File: config.mk
export PLATFORM = sky130hd
export DESIGN_NAME = store_write_buffer
export DESIGN_NICKNAME = d
export VERILOG_FILES = /design/src/rtl/mem_pkg.sv /design/src/rtl/wb_fwd_match.sv /design/src/rtl/store_write_buffer.sv
export SDC_FILE = /design/constraint.sdc
export NUM_CORES = 1
export LEC_CHECK = 0
export BUFFER_PORTS_ARGS = -buffer_cell sky130_fd_sc_hd__buf_2
export CAP_MARGIN = 0
export CORE_MARGIN = 5
export CORE_UTILIZATION = 25
export DETAILED_ROUTE_END_ITERATION = 10
export SLEW_MARGIN = 40
export SYNTH_ARGS = -nofsm -noshare
export SYNTH_HDL_FRONTEND = slang
export SYNTH_SLANG_ARGS = --single-unit
File: constraint.sdc
create_clock -name clk -period 10.6 [get_ports clk]
set_clock_uncertainty 0.1 [all_clocks]
set_input_delay 2.12 -clock clk [delete_from_list [all_inputs] [get_ports clk]]
set_output_delay 2.12 -clock clk [all_outputs]
set_load 0.03 [all_outputs]
File: src/rtl/mem_pkg.sv
// Shared types for the store write buffer: queued entry layout, buffer state,
// and the data-cache addr_mode encoding.
package mem_pkg;

    localparam int WB_ADDR_WIDTH = 32;
    localparam int WB_DATA_WIDTH = 32;

    localparam logic [2:0] DATA_ADDR_MODE_B  = 3'b000;
    localparam logic [2:0] DATA_ADDR_MODE_H  = 3'b001;
    localparam logic [2:0] DATA_ADDR_MODE_W  = 3'b010;
    localparam logic [2:0] DATA_ADDR_MODE_BU = 3'b100;
    localparam logic [2:0] DATA_ADDR_MODE_HU = 3'b101;

    typedef struct packed {
        logic [WB_ADDR_WIDTH-1:0] addr;
        logic [WB_DATA_WIDTH-1:0] data;
        logic [2:0]               mode;
    } wb_entry_t;

    typedef enum logic [0:0] {
        WB_RUN   = 1'b0,
        WB_FLUSH = 1'b1
    } wb_state_t;

    function automatic logic is_word_mode(input logic [2:0] mode);
        return mode == DATA_ADDR_MODE_W;
    endfunction

endpackage

File: src/rtl/wb_fwd_match.sv
// Youngest-first word-address search over the queued stores; a full-word match
// forwards its data, a byte/half match reports a conflict.
module wb_fwd_match
    import mem_pkg::*;
#(
    parameter int DEPTH = 4,
    localparam int PTR_W = $clog2(DEPTH)
) (
    input  wb_entry_t                  i_entries [DEPTH],
    input  logic [DEPTH-1:0]           i_valid,
    input  logic [PTR_W-1:0]           i_tail,
    input  logic [WB_ADDR_WIDTH-1:2]   i_word_addr,
    output logic                       o_hit,
    output logic                       o_conflict,
    output logic [WB_DATA_WIDTH-1:0]   o_data
);

    logic [PTR_W-1:0] w_age_idx [DEPTH];
    logic [DEPTH-1:0] w_match;
    logic             w_found;
    logic [2*DEPTH-1:0] w_unused_byte_offsets;

    // Age g=0 is the newest entry (tail-1); age DEPTH-1 wraps round to the head.
    for (genvar g = 0; g < DEPTH; g++) begin : g_age
        assign w_age_idx[g] = i_tail - PTR_W'(g + 1);
        assign w_match[g]   = i_valid[w_age_idx[g]] &&
                              (i_entries[w_age_idx[g]].addr[WB_ADDR_WIDTH-1:2] == i_word_addr);
        assign w_unused_byte_offsets[2*g +: 2] = i_entries[g].addr[1:0];
    end

    // NOTE: combinational blocks assign every output a default first so no path
    // leaves a value held over, which would infer a latch.
    always_comb begin
        o_hit      = 1'b0;
        o_conflict = 1'b0;
        o_data     = '0;
        w_found    = 1'b0;
        for (int g = 0; g < DEPTH; g++) begin
            if (!w_found && w_match[g]) begin
                w_found = 1'b1;
                if (is_word_mode(i_entries[w_age_idx[g]].mode)) begin
                    o_hit  = 1'b1;
                    o_data = i_entries[w_age_idx[g]].data;
                end else begin
                    o_conflict = 1'b1;
                end
            end
        end
    end

endmodule

File: src/rtl/store_write_buffer.sv
// Posted write buffer between the write-through data cache and memory: FIFO of
// stores drained one per accepted cycle, with load forwarding and a fence drain.
module store_write_buffer
    import mem_pkg::*;
#(
    parameter int DEPTH      = 4,
    parameter int ADDR_WIDTH = WB_ADDR_WIDTH,
    parameter int DATA_WIDTH = WB_DATA_WIDTH,
    localparam int PTR_W     = $clog2(DEPTH)
) (
    input  logic                  clk,
    input  logic                  rst,
    input  logic                  st_valid,
    output logic                  st_ready,
    input  logic [ADDR_WIDTH-1:0] st_addr,
    input  logic [DATA_WIDTH-1:0] st_data,
    input  logic [2:0]            st_mode,
    input  logic                  ld_check,
    input  logic [ADDR_WIDTH-1:0] ld_addr,
    output logic                  ld_hit,
    output logic [DATA_WIDTH-1:0] ld_data,
    output logic                  ld_conflict,
    output logic                  mem_we,
    output logic [ADDR_WIDTH-1:0] mem_addr,
    output logic [DATA_WIDTH-1:0] mem_wd,
    output logic [2:0]            mem_mode,
    input  logic                  mem_ready,
    input  logic                  flush,
    output logic                  empty,
    output logic [PTR_W:0]        count
);

    wb_entry_t        r_mem [DEPTH];
    logic [DEPTH-1:0] r_valid;
    logic [PTR_W-1:0] r_head;
    logic [PTR_W-1:0] r_tail;
    logic [PTR_W:0]   r_count;
    wb_state_t        r_state;
    wb_state_t        w_state_next;
    logic [PTR_W:0]   w_count_next;
    logic             w_push;
    logic             w_pop;
    logic             w_fwd_hit;
    logic             w_fwd_conflict;
    logic [DATA_WIDTH-1:0] w_fwd_data;
    logic [1:0]       w_unused_ld_offset;

    assign st_ready = (r_count < (PTR_W+1)'(DEPTH)) && (r_state == WB_RUN);
    assign empty    = (r_count == '0);
    assign count    = r_count;
    assign mem_we   = !empty;
    assign mem_addr = mem_we ? r_mem[r_head].addr : '0;
    assign mem_wd   = mem_we ? r_mem[r_head].data : '0;
    assign mem_mode = mem_we ? r_mem[r_head].mode : '0;
    assign w_push   = st_valid && st_ready;
    assign w_pop    = mem_we && mem_ready;

    always_comb begin
        w_count_next = r_count;
        unique case ({w_push, w_pop})
            2'b10:   w_count_next = r_count + 1'b1;
            2'b01:   w_count_next = r_count - 1'b1;
            default: w_count_next = r_count;
        endcase
    end

    // NOTE: sequential state uses non-blocking assignments so every register
    // samples pre-edge values regardless of statement order.
    always_ff @(posedge clk) begin
        if (rst) begin
            r_head  <= '0;
            r_tail  <= '0;
            r_count <= '0;
            r_valid <= '0;
        end else begin
            if (w_push) begin
                r_valid[r_tail] <= 1'b1;
                r_tail          <= r_tail + 1'b1;
            end
            if (w_pop) begin
                r_valid[r_head] <= 1'b0;
                r_head          <= r_head + 1'b1;
            end
            r_count <= w_count_next;
        end
    end

    // NOTE: entry storage is deliberately not reset; r_valid and r_count gate
    // every read, so stale contents are never observed.
    always_ff @(posedge clk) begin
        if (w_push) begin
            r_mem[r_tail] <= '{addr: st_addr, data: st_data, mode: st_mode};
        end
    end

    always_ff @(posedge clk) begin
        if (rst) r_state <= WB_RUN;
        else     r_state <= w_state_next;
    end

    always_comb begin
        w_state_next = r_state;
        unique case (r_state)
            WB_RUN:   if (flush && (r_count != '0)) w_state_next = WB_FLUSH;
            WB_FLUSH: if (w_count_next == '0)       w_state_next = WB_RUN;
            default:  w_state_next = WB_RUN;
        endcase
    end

    wb_fwd_match #(.DEPTH(DEPTH)) u_fwd (
        .i_entries   (r_mem),
        .i_valid     (r_valid),
        .i_tail      (r_tail),
        .i_word_addr (ld_addr[ADDR_WIDTH-1:2]),
        .o_hit       (w_fwd_hit),
        .o_conflict  (w_fwd_conflict),
        .o_data      (w_fwd_data)
    );

    assign w_unused_ld_offset = ld_addr[1:0];
    assign ld_hit      = ld_check && w_fwd_hit;
    assign ld_conflict = ld_check && w_fwd_conflict;
    assign ld_data     = ld_hit ? w_fwd_data : '0;

endmodule

==> flow_summary.toml, run 1 <==
[die]
start_util = 0.2514
row_count = 102
io_pins = 212
die_h_um = 288.9
die-area_sq_um = 83450
dieWidth_um = 288.9
coreArea_sq_um = 77340

[logic_synthesis]
synth_commonest_cells = "edfxtp_1 (268), mux2i_1 (147), mux4_2 (145)"
synth_top_area_cell = "edfxtp_1"
synth-seq-cells = 280
synthFlopType = "edfxtp_1"
yosys.area.top_type_share = 0.4139
syn_area_sq_um = 19440
synthesis.nets = 1610
async_flop_share = 0
synth.most_common_cell = "edfxtp_1"
synth.avg_cell_area_sq_um = 13.00
ys.warnings.count = 0
synth_area_leaders = "edfxtp_1 (41%), mux4_2 (17%), mux2i_1 (7.6%)"
synth_cell_type_count = 80
synth_cells = 1495
synth_seq_area_share = 0.4263
synth-edff-count = 268

[critical_path]
crit_required_ns = 8.38
path_class = "reg -> out"
cp_slowest_cell = "dfxtp_4"
r2r-end = "r_mem[15]"
end_kind = "output port"
critPathArrivalTime_ns = 7.13
setup.worst_path.end = "ld_data[29]"
reg2reg_slack_ns = 7.01
crit_family = "buffers and inverters"
cp_max_fo = 48
crit_cells = 14
path_buf_inv = 4
rr_startpoint = "r_tail[1]"
crit_top_cell = "buf_4"
worstSetupStartpointType = "register"
rr_worst_depth = 4
cpPeakStageDelay_ns = 0.83
critPathLaunch = "r_tail[0]"
crit_path_cell_trace = "clkinv_1 -> ha_4 -> mux4_1 -> xnor2_1 -> nand4_1 -> or4_4 -> a2111oi_4 -> a21bo_4 -> nor3_4 -> buf_4 -> nor4b_4 -> buf_4 -> a311oi_1 -> buf_2"

[drt]
dr_total_vias = 14560
first_pass_iters = 6
wl_per_cell_um = 24.99
vias_per_cell = 5.389
drc = 0
drtIter0Drc = 1381
finalWirelength_um = 67540
antenna_left = 0

[timing]
rsz0062_at_grt = "false"
tightest_slew_ns = 0.8719
finalHoldViolCount = 0
tns_ns = 0
max_freq_mhz = 106.9
drv_slew = 0
fin_crit_ns = 9.352
setup_viol = 0
period_share = 0.8823
slew_headroom = 0.4133

[cells_and_area]
stdcell_count = 2702
nNetsFinal = 1738
drive_gt1_frac = 0.3202
final.fill_count = 7863
areaGrowthSynthToFinish_pct = 16.47

[hold_path]
hold_depth = 1
hold_path.class = "reg -> reg"

[global_route]
antenna_found_initial = 19
grt_pass1_wl_um = 99100
grt_pass1_vias = 14740
gr-usage-all-layers = 0.1568
grt_max_degree = 91
grt_overflow = 0

[clock_network]
root_buffer = "clkbuf_16"
cts_made_buffers = 38
hold_buffers = 0
cts_setup_buffers = 0
tritoncts = "done"
cts.clk_slew.worst_paths_ns = 0.06
ctsHtreeMaxLevel = 2
clk_latency_ns = 0.55
cts_resized = 0
clock_path_buffers = 3
cts.sink_count = 280

[place]
gp_congestion = 0.9360
dp_hpwl_um = 46620
dpl.cell_count = 2623
port_buffers = 209

[power]
power.density_nw_per_um2 = 273.6
irDropWorstVdd_mv = 0.1686
leakage_nw = 7.183

[run]
drv_cap = 0

[status]
status = "finished clean"
==> power breakdown <==
group          internal (mW)  leakage [nW]  switching [mW]
clock network          0.776         0.596           0.501
logic                   1.32          4.04            1.93
registers               1.43          2.55           0.229
==> cell families after synthesis <==
logic type | synth area share
muxes | 0.2889
AOI/OAI and AO/OA | 0.1198
and+or+nand+nor | 0.07864
DFF | 0.4263
buffers and inverters | 0.03996
xor gates and xnor gates | 0.03958
adders and majority gates | 0.006822
==> layout make-up <==
cell class / instances / area (sq um) / area share
Antenna cell: 13 / 32.53 / 0.001437
Clock buffer: 47 / 1049 / 0.04630
Clock inverter: 19 / 185.2 / 0.008177
Inverter: 18 / 67.56 / 0.002984
Multi-Input combinational cell: 1052 / 10430 / 0.4606
Sequential cell: 280 / 8303 / 0.3666
Tap cell: 1040 / 1301 / 0.05746
Timing Repair Buffer: 233 / 1277 / 0.05641
==> flip-flops by register name, indices dropped and copies added (netlist names) <==
name	count
r_tail	2
count	3
r_head	2
r_mem	268
r_state	1
r_valid	4
==> metrics by stage <==
stage	worst slack (ns)	utilization	cell area, sq um	power [mW]	hold WS [ns]
after global routing	1.015	0.2926	22630	6.518	0.4260
after floorplan	2.874	-	19440	4.030	0.3433
after detailed placement	1.883	0.2764	21380	4.936	0.3754
after CTS	1.293	0.2923	22610	6.254	0.3903
final	1.248	0.2928	22650	6.195	0.3788
after global placement	1.867	0.2758	21330	4.866	0.3766
==> worst reg2reg max path, cell delays in order, from the launching register on <==
cell     delay (ns)
dfxtp_4        0.85
buf_6          0.65
ha_1           0.27
and3_4         0.65
buf_4          0.64
==> how the worst min path moves through the flow <==
stage                 start  slack [ns]  endpoint
CTS                 r_state        0.39   r_state
finish              r_state        0.38   r_state
global placement    r_state        0.38   r_state
global route        r_state        0.43   r_state
detailed placement  r_state        0.38   r_state
floorplan           r_state        0.34   r_state
==> layout by cell type, fill, tap and decap left out, types with 25 or more instances in the layout <==
cell,synthesis,routed
edfxtp_1,268,268
buf_2,14,209
mux2i_1,147,147
mux4_2,145,145
nand2_1,78,78
and2_1,72,72
nor2_1,66,65
xnor2_1,62,62
mux2_2,56,56
a21oi_1,46,46
o211ai_1,44,44
clkbuf_16,0,41
a2bb2oi_1,34,34
a311oi_1,25,25
==> layer usage <==
metal,track usage,share of wire,vias to the layer above
met5,0,0.00052,-
met4,0.05017,0.031,6
met3,0.02612,0.064,119
met2,0.2635,0.49,577
met1,0.2075,0.41,7552
li1,-,-,6306
Power figures use the tool's default switching activity.
==> inputs of run 2 (changes only) <==
--- a/config.mk
+++ b/config.mk
@@ -12,2 +12,3 @@
 export DETAILED_ROUTE_END_ITERATION = 10
+export SKIP_LAST_GASP = 1
 export SLEW_MARGIN = 40
--- a/constraint.sdc
+++ b/constraint.sdc
@@ -4,2 +4,2 @@
 set_output_delay 2.12 -clock clk [all_outputs]
-set_load 0.03 [all_outputs]
+set_load 0.01 [all_outputs]
==> run 2 against run 1 <==
Register-to-register slack better by 0.04 ns. Die area stayed put. Combinational power is 7.4% lower. Non-clock buffer count is 2 higher.
==> flow_summary.toml, run 2 (synthesis results as in run 1) <==
[global_route]
grt_overflow = 0
use_met2 = 0.2670
grt_pass1_wl_um = 99260
top_usage_layer = "met2"
antenna_found_initial = 15
grt_max_degree = 93
gr-usage-all-layers = 0.1569
use_met1 = 0.2056
grtUsageMet3 = 0.02526
grt_pass1_vias = 14640

[timing]
tns_ns = 0
fin_crit_ns = 9.041
slew_headroom = 0.4341
max_freq_mhz = 110.6
holdWs_ns = 0.3894
setup_viol = 0
period_share = 0.8529
finalHoldViolCount = 0
tightest_slew_ns = 0.8488
rsz0062_at_grt = "false"
drv_slew = 0

[cells_and_area]
multiInputGateArea_sq_um = 10420
nNetsFinal = 1740
stdcell_count = 2702
design_area_sq_um = 22630
largest_reg_flops = 268
final_cell_mix = "edfxtp_1 (268), buf_2 (209), mux2i_1 (147)"
regMostFlops = "r_mem"
seq_area_sq_um = 8303
final.fill_count = 7892
final_common_cell = "edfxtp_1"
areaGrowthSynthToFinish_pct = 16.38
drive_gt1_frac = 0.3230

[power]
irDropWorstVdd_mv = 0.2478
leakage_nw = 7.197
internal_power_mw = 3.502
power.density_nw_per_um2 = 261.3
clkPwrFrac = 0.214
power.share.switching = 0.4076
p_sw_mw = 2.410
p_seq_frac = 0.275
combPwrFrac = 0.511
p_total_mw = 5.912

[drt]
drc = 0
dr_total_vias = 14480
first_pass_iters = 5
antenna_left = 0
wl_per_cell_um = 24.99
vias_per_cell = 5.358
drtIter0Drc = 1254
finalWirelength_um = 67530

[place]
dpl.cell_count = 2625
place_area_sq_um = 21370
gp_congestion = 0.9361
dp_hpwl_um = 46830
port_buffers = 209

[critical_path]
cp_max_fo = 50
critPathArrivalTime_ns = 6.82
worstSetupStartpointType = "register"
crit_path_cell_trace = "clkinv_1 -> ha_4 -> buf_4 -> mux4_2 -> xnor2_1 -> o2111ai_1 -> nor4_1 -> nand4b_1 -> o21ai_2 -> buf_4 -> nor3_2 -> buf_4 -> nor4b_4 -> buf_4 -> buf_12 -> a311oi_1 -> buf_2"
crit_top_cell = "buf_4"
cp_slowest_cell = "ha_4"
end_kind = "output port"
cpPeakStageDelay_ns = 0.85
path_class = "reg -> out"
rr_worst_depth = 4
crit_required_ns = 8.38

[die]
start_util = 0.2514
dieWidth_um = 288.9
die_h_um = 288.9
die-area_sq_um = 83450
row_count = 102
coreArea_sq_um = 77340
io_pins = 212

[clock_network]
cts_resized = 0
cts_setup_buffers = 0
cts_made_buffers = 38
hold_buffers = 0
cts.sink_count = 280
root_buffer = "clkbuf_16"
clk_latency_ns = 0.57
clock_path_buffers = 3
ctsHtreeMaxLevel = 2
cts.clk_slew.worst_paths_ns = 0.05
tritoncts = "done"

[status]
status = "finished clean"

[run]
drv_cap = 0

[hold_path]
hold_depth = 1
hold_path.class = "reg -> reg"
==> run 2: power groups by stage <==
stage / Combinational, mW / Sequential, mW / Clock (mW)
after floorplan: 2.22 / 1.54 / 0
after global placement: 2.98 / 1.62 / 0
after detailed placement: 3.02 / 1.64 / 0
after CTS: 3.04 / 1.62 / 1.30
after global routing: 3.23 / 1.65 / 1.34
final: 3.02 / 1.63 / 1.26
==> run 2: worst max-delay path, delay by kind of cell (launching register included) <==
| kind | cells | cell delay (ns) |
|---|---|---|
| buffers and inverters | 7 | 2.06 |
| AOI/OAI and AO/OA | 3 | 0.43 |
| muxes | 1 | 0.39 |
| DFF | 1 | 0.77 |
| xor gates and xnor gates | 1 | 0.25 |
| and+or+nand+nor | 4 | 1.43 |
| adders and majority gates | 1 | 0.85 |
==> run 2: routing by layer <==
metal | routed length (um) | part of all wire
met1 | 28310 | 0.42
met2 | 33180 | 0.49
met3 | 3802 | 0.056
met4 | 2209 | 0.033
met5 | 34 | 0.00050
==> run 2: path summary, 6_finish.rpt <==
path	from	endpoint	slack (ns)
worst max-delay path	r_tail[1]	ld_data[26]	1.56
worst min register to register	r_state	r_state	0.39
worst min-delay path	r_state	r_state	0.39
worst max register to register	r_tail[1]	r_mem[104]	7.05
==> run 2: layout make-up <==
cell class	instances	area share
Clock inverter	21	0.009345
Clock buffer	47	0.04485
Multi-Input combinational cell	1052	0.4605
Sequential cell	280	0.3670
Antenna cell	9	0.0009954
Inverter	18	0.002986
Timing Repair Buffer	235	0.05690
Tap cell	1040	0.05751
==> run 2: metrics by stage <==
step	worst slack, ns	utilization
after floorplan	3.337	-
after global placement	1.852	0.2759
after detailed placement	2.074	0.2763
after CTS	1.438	0.2922
after global routing	1.171	0.2924
final	1.559	0.2926
==> inputs of run 3 (changes only) <==
CORE_ASPECT_RATIO = 0.7   (was unset)
==> run 3 against run 2 <==
Sequential power hardly changed. Critical path depth is 4 lower. Worst hold slack improved by 0.00082 ns. Clock-buffer cell count is 9 lower. Cell count fell by 0.11%. Final area shrank 0.32%. Critical endpoint is now ld_data[1]. Largest cell class unchanged. Highest routed layer unchanged.
==> flow_summary.toml, run 3 (synthesis results as in run 1) <==
[timing]
tightest_slew_ns = 0.8938
fin_crit_ns = 8.857
slew_headroom = 0.3871
setup_viol = 0
rsz0062_at_grt = "false"
finalHoldViolCount = 0
max_freq_mhz = 112.9
drv_slew = 0
period_share = 0.8356
tns_ns = 0
holdWs_ns = 0.3902

[drt]
wl_per_cell_um = 25.58
finalWirelength_um = 69050
antenna_left = 0
dr_total_vias = 14540
drtIter0Drc = 1244
vias_per_cell = 5.387
drc = 0
first_pass_iters = 5

[power]
combPwrFrac = 0.519
power.share.switching = 0.4148
internal_power_mw = 3.444
p_seq_frac = 0.279
irDropWorstVdd_mv = 0.1259
clkPwrFrac = 0.202
p_sw_mw = 2.441
leakage_nw = 7.151
power.density_nw_per_um2 = 260.9

[hold_path]
hold_path.class = "reg -> reg"
holdCritStartpoint = "r_state"

[die]
row_count = 85
die_h_um = 243.3
coreArea_sq_um = 77000
start_util = 0.2525
die-area_sq_um = 83540
io_pins = 212
dieWidth_um = 343.3

[run]
drv_cap = 0

[global_route]
grt_overflow = 0
grt_pass1_vias = 14480
gr-usage-all-layers = 0.1599
grt_max_degree = 132
grt_pass1_wl_um = 100300
antenna_found_initial = 29

[cells_and_area]
stdcell_count = 2699
final_cell_mix = "edfxtp_1 (268), buf_2 (209), mux2i_1 (146)"
nNetsFinal = 1739
largest_reg_flops = 268
drive_gt1_frac = 0.3236
seq_area_sq_um = 8303
areaGrowthSynthToFinish_pct = 16.00
final.fill_count = 7833
regMostFlops = "r_mem"
multiInputGateArea_sq_um = 10430
final_common_cell = "edfxtp_1"

[clock_network]
ctsHtreeMaxLevel = 2
cts.sink_count = 280
tritoncts = "done"
clock_path_buffers = 3
cts_resized = 0
cts.clk_slew.worst_paths_ns = 0.07
cts_made_buffers = 35
root_buffer = "clkbuf_16"
hold_buffers = 0
cts_setup_buffers = 0
clk_latency_ns = 0.54

[critical_path]
worstSetupStartpointType = "register"
path_class = "reg -> out"
crit_required_ns = 8.38
rr_startpoint = "count[0]"
critPathArrivalTime_ns = 6.64
end_kind = "output port"
cp_max_fo = 40
critPathLaunch = "r_tail[0]"

[place]
port_buffers = 209
dpl.cell_count = 2630
dp_hpwl_um = 48160
gp_congestion = 0.8881

[status]
status = "finished clean"
## run 3: cell types whose count changed in the layout (fill, tap and decap cells not counted), sizes merged
cell | before | now
clkinvlp | 1 | 4
buf | 235 | 237
clkbuf | 47 | 38
inv | 19 | 18
diode | 9 | 5
clkinv | 16 | 18
## run 3: final timing paths
kind         slack (ns)  cells past startpoint         end
min                0.39                      1     r_state
max reg2reg        7.00                      9     r_state
min reg2reg        0.39                      1     r_state
max                1.74                     13  ld_data[1]
## run 3: per-layer routing
metal / vias up / share of wire / wire (um) / GRT usage
met5: - / 0.0030 / 207 / 0
met4: 36 / 0.022 / 1537 / 0.03991
met3: 131 / 0.083 / 5760 / 0.04245
met2: 547 / 0.44 / 30360 / 0.2402
met1: 7511 / 0.45 / 31180 / 0.2293
li1: 6314 / - / - / -
## run 3: stage by stage
| stage | total power [mW] | setup WS, ns | utilization | area (sq um) |
|---|---|---|---|---|
| finish | 5.885 | 1.743 | 0.2929 | 22550 |
| global route | 6.193 | 1.471 | 0.2929 | 22550 |
| CTS | 5.921 | 1.751 | 0.2922 | 22500 |
| detailed placement | 4.702 | 2.360 | 0.2775 | 21370 |
| global placement | 4.645 | 2.105 | 0.2773 | 21350 |
| floorplan | 3.761 | 3.337 | - | 19440 |
## run 3: final cells by class
type / instances / share of cell area
timing repair buffer: 237 / 0.05781
inverter: 18 / 0.002996
multi-input combinational: 1052 / 0.4625
antenna: 5 / 0.0005548
sequential: 280 / 0.3681
clock inverter: 25 / 0.01076
tap: 1044 / 0.05792
clock buffer: 38 / 0.03933
## run 3: power by group through the flow
stage | combinational [mW] | sequential [mW] | clock (mW)
after floorplan | 2.22 | 1.54 | 0
after global placement | 3.00 | 1.64 | 0
after detailed placement | 3.04 | 1.66 | 0
after CTS | 3.06 | 1.64 | 1.22
after global routing | 3.26 | 1.67 | 1.27
final | 3.05 | 1.64 | 1.19
## run 3: critical path: stages (launching register included)
cell,delay (ns)
dfxtp_4,0.73
buf_4,0.51
buf_4,0.60
mux2i_1,0.63
o22ai_1,0.31
or4b_1,0.51
or4_4,0.45
a2111oi_4,0.43
a21bo_4,0.29
nor3_4,0.23
buf_4,0.47
o211ai_1,0.16
a311oi_1,0.47
buf_2,0.22
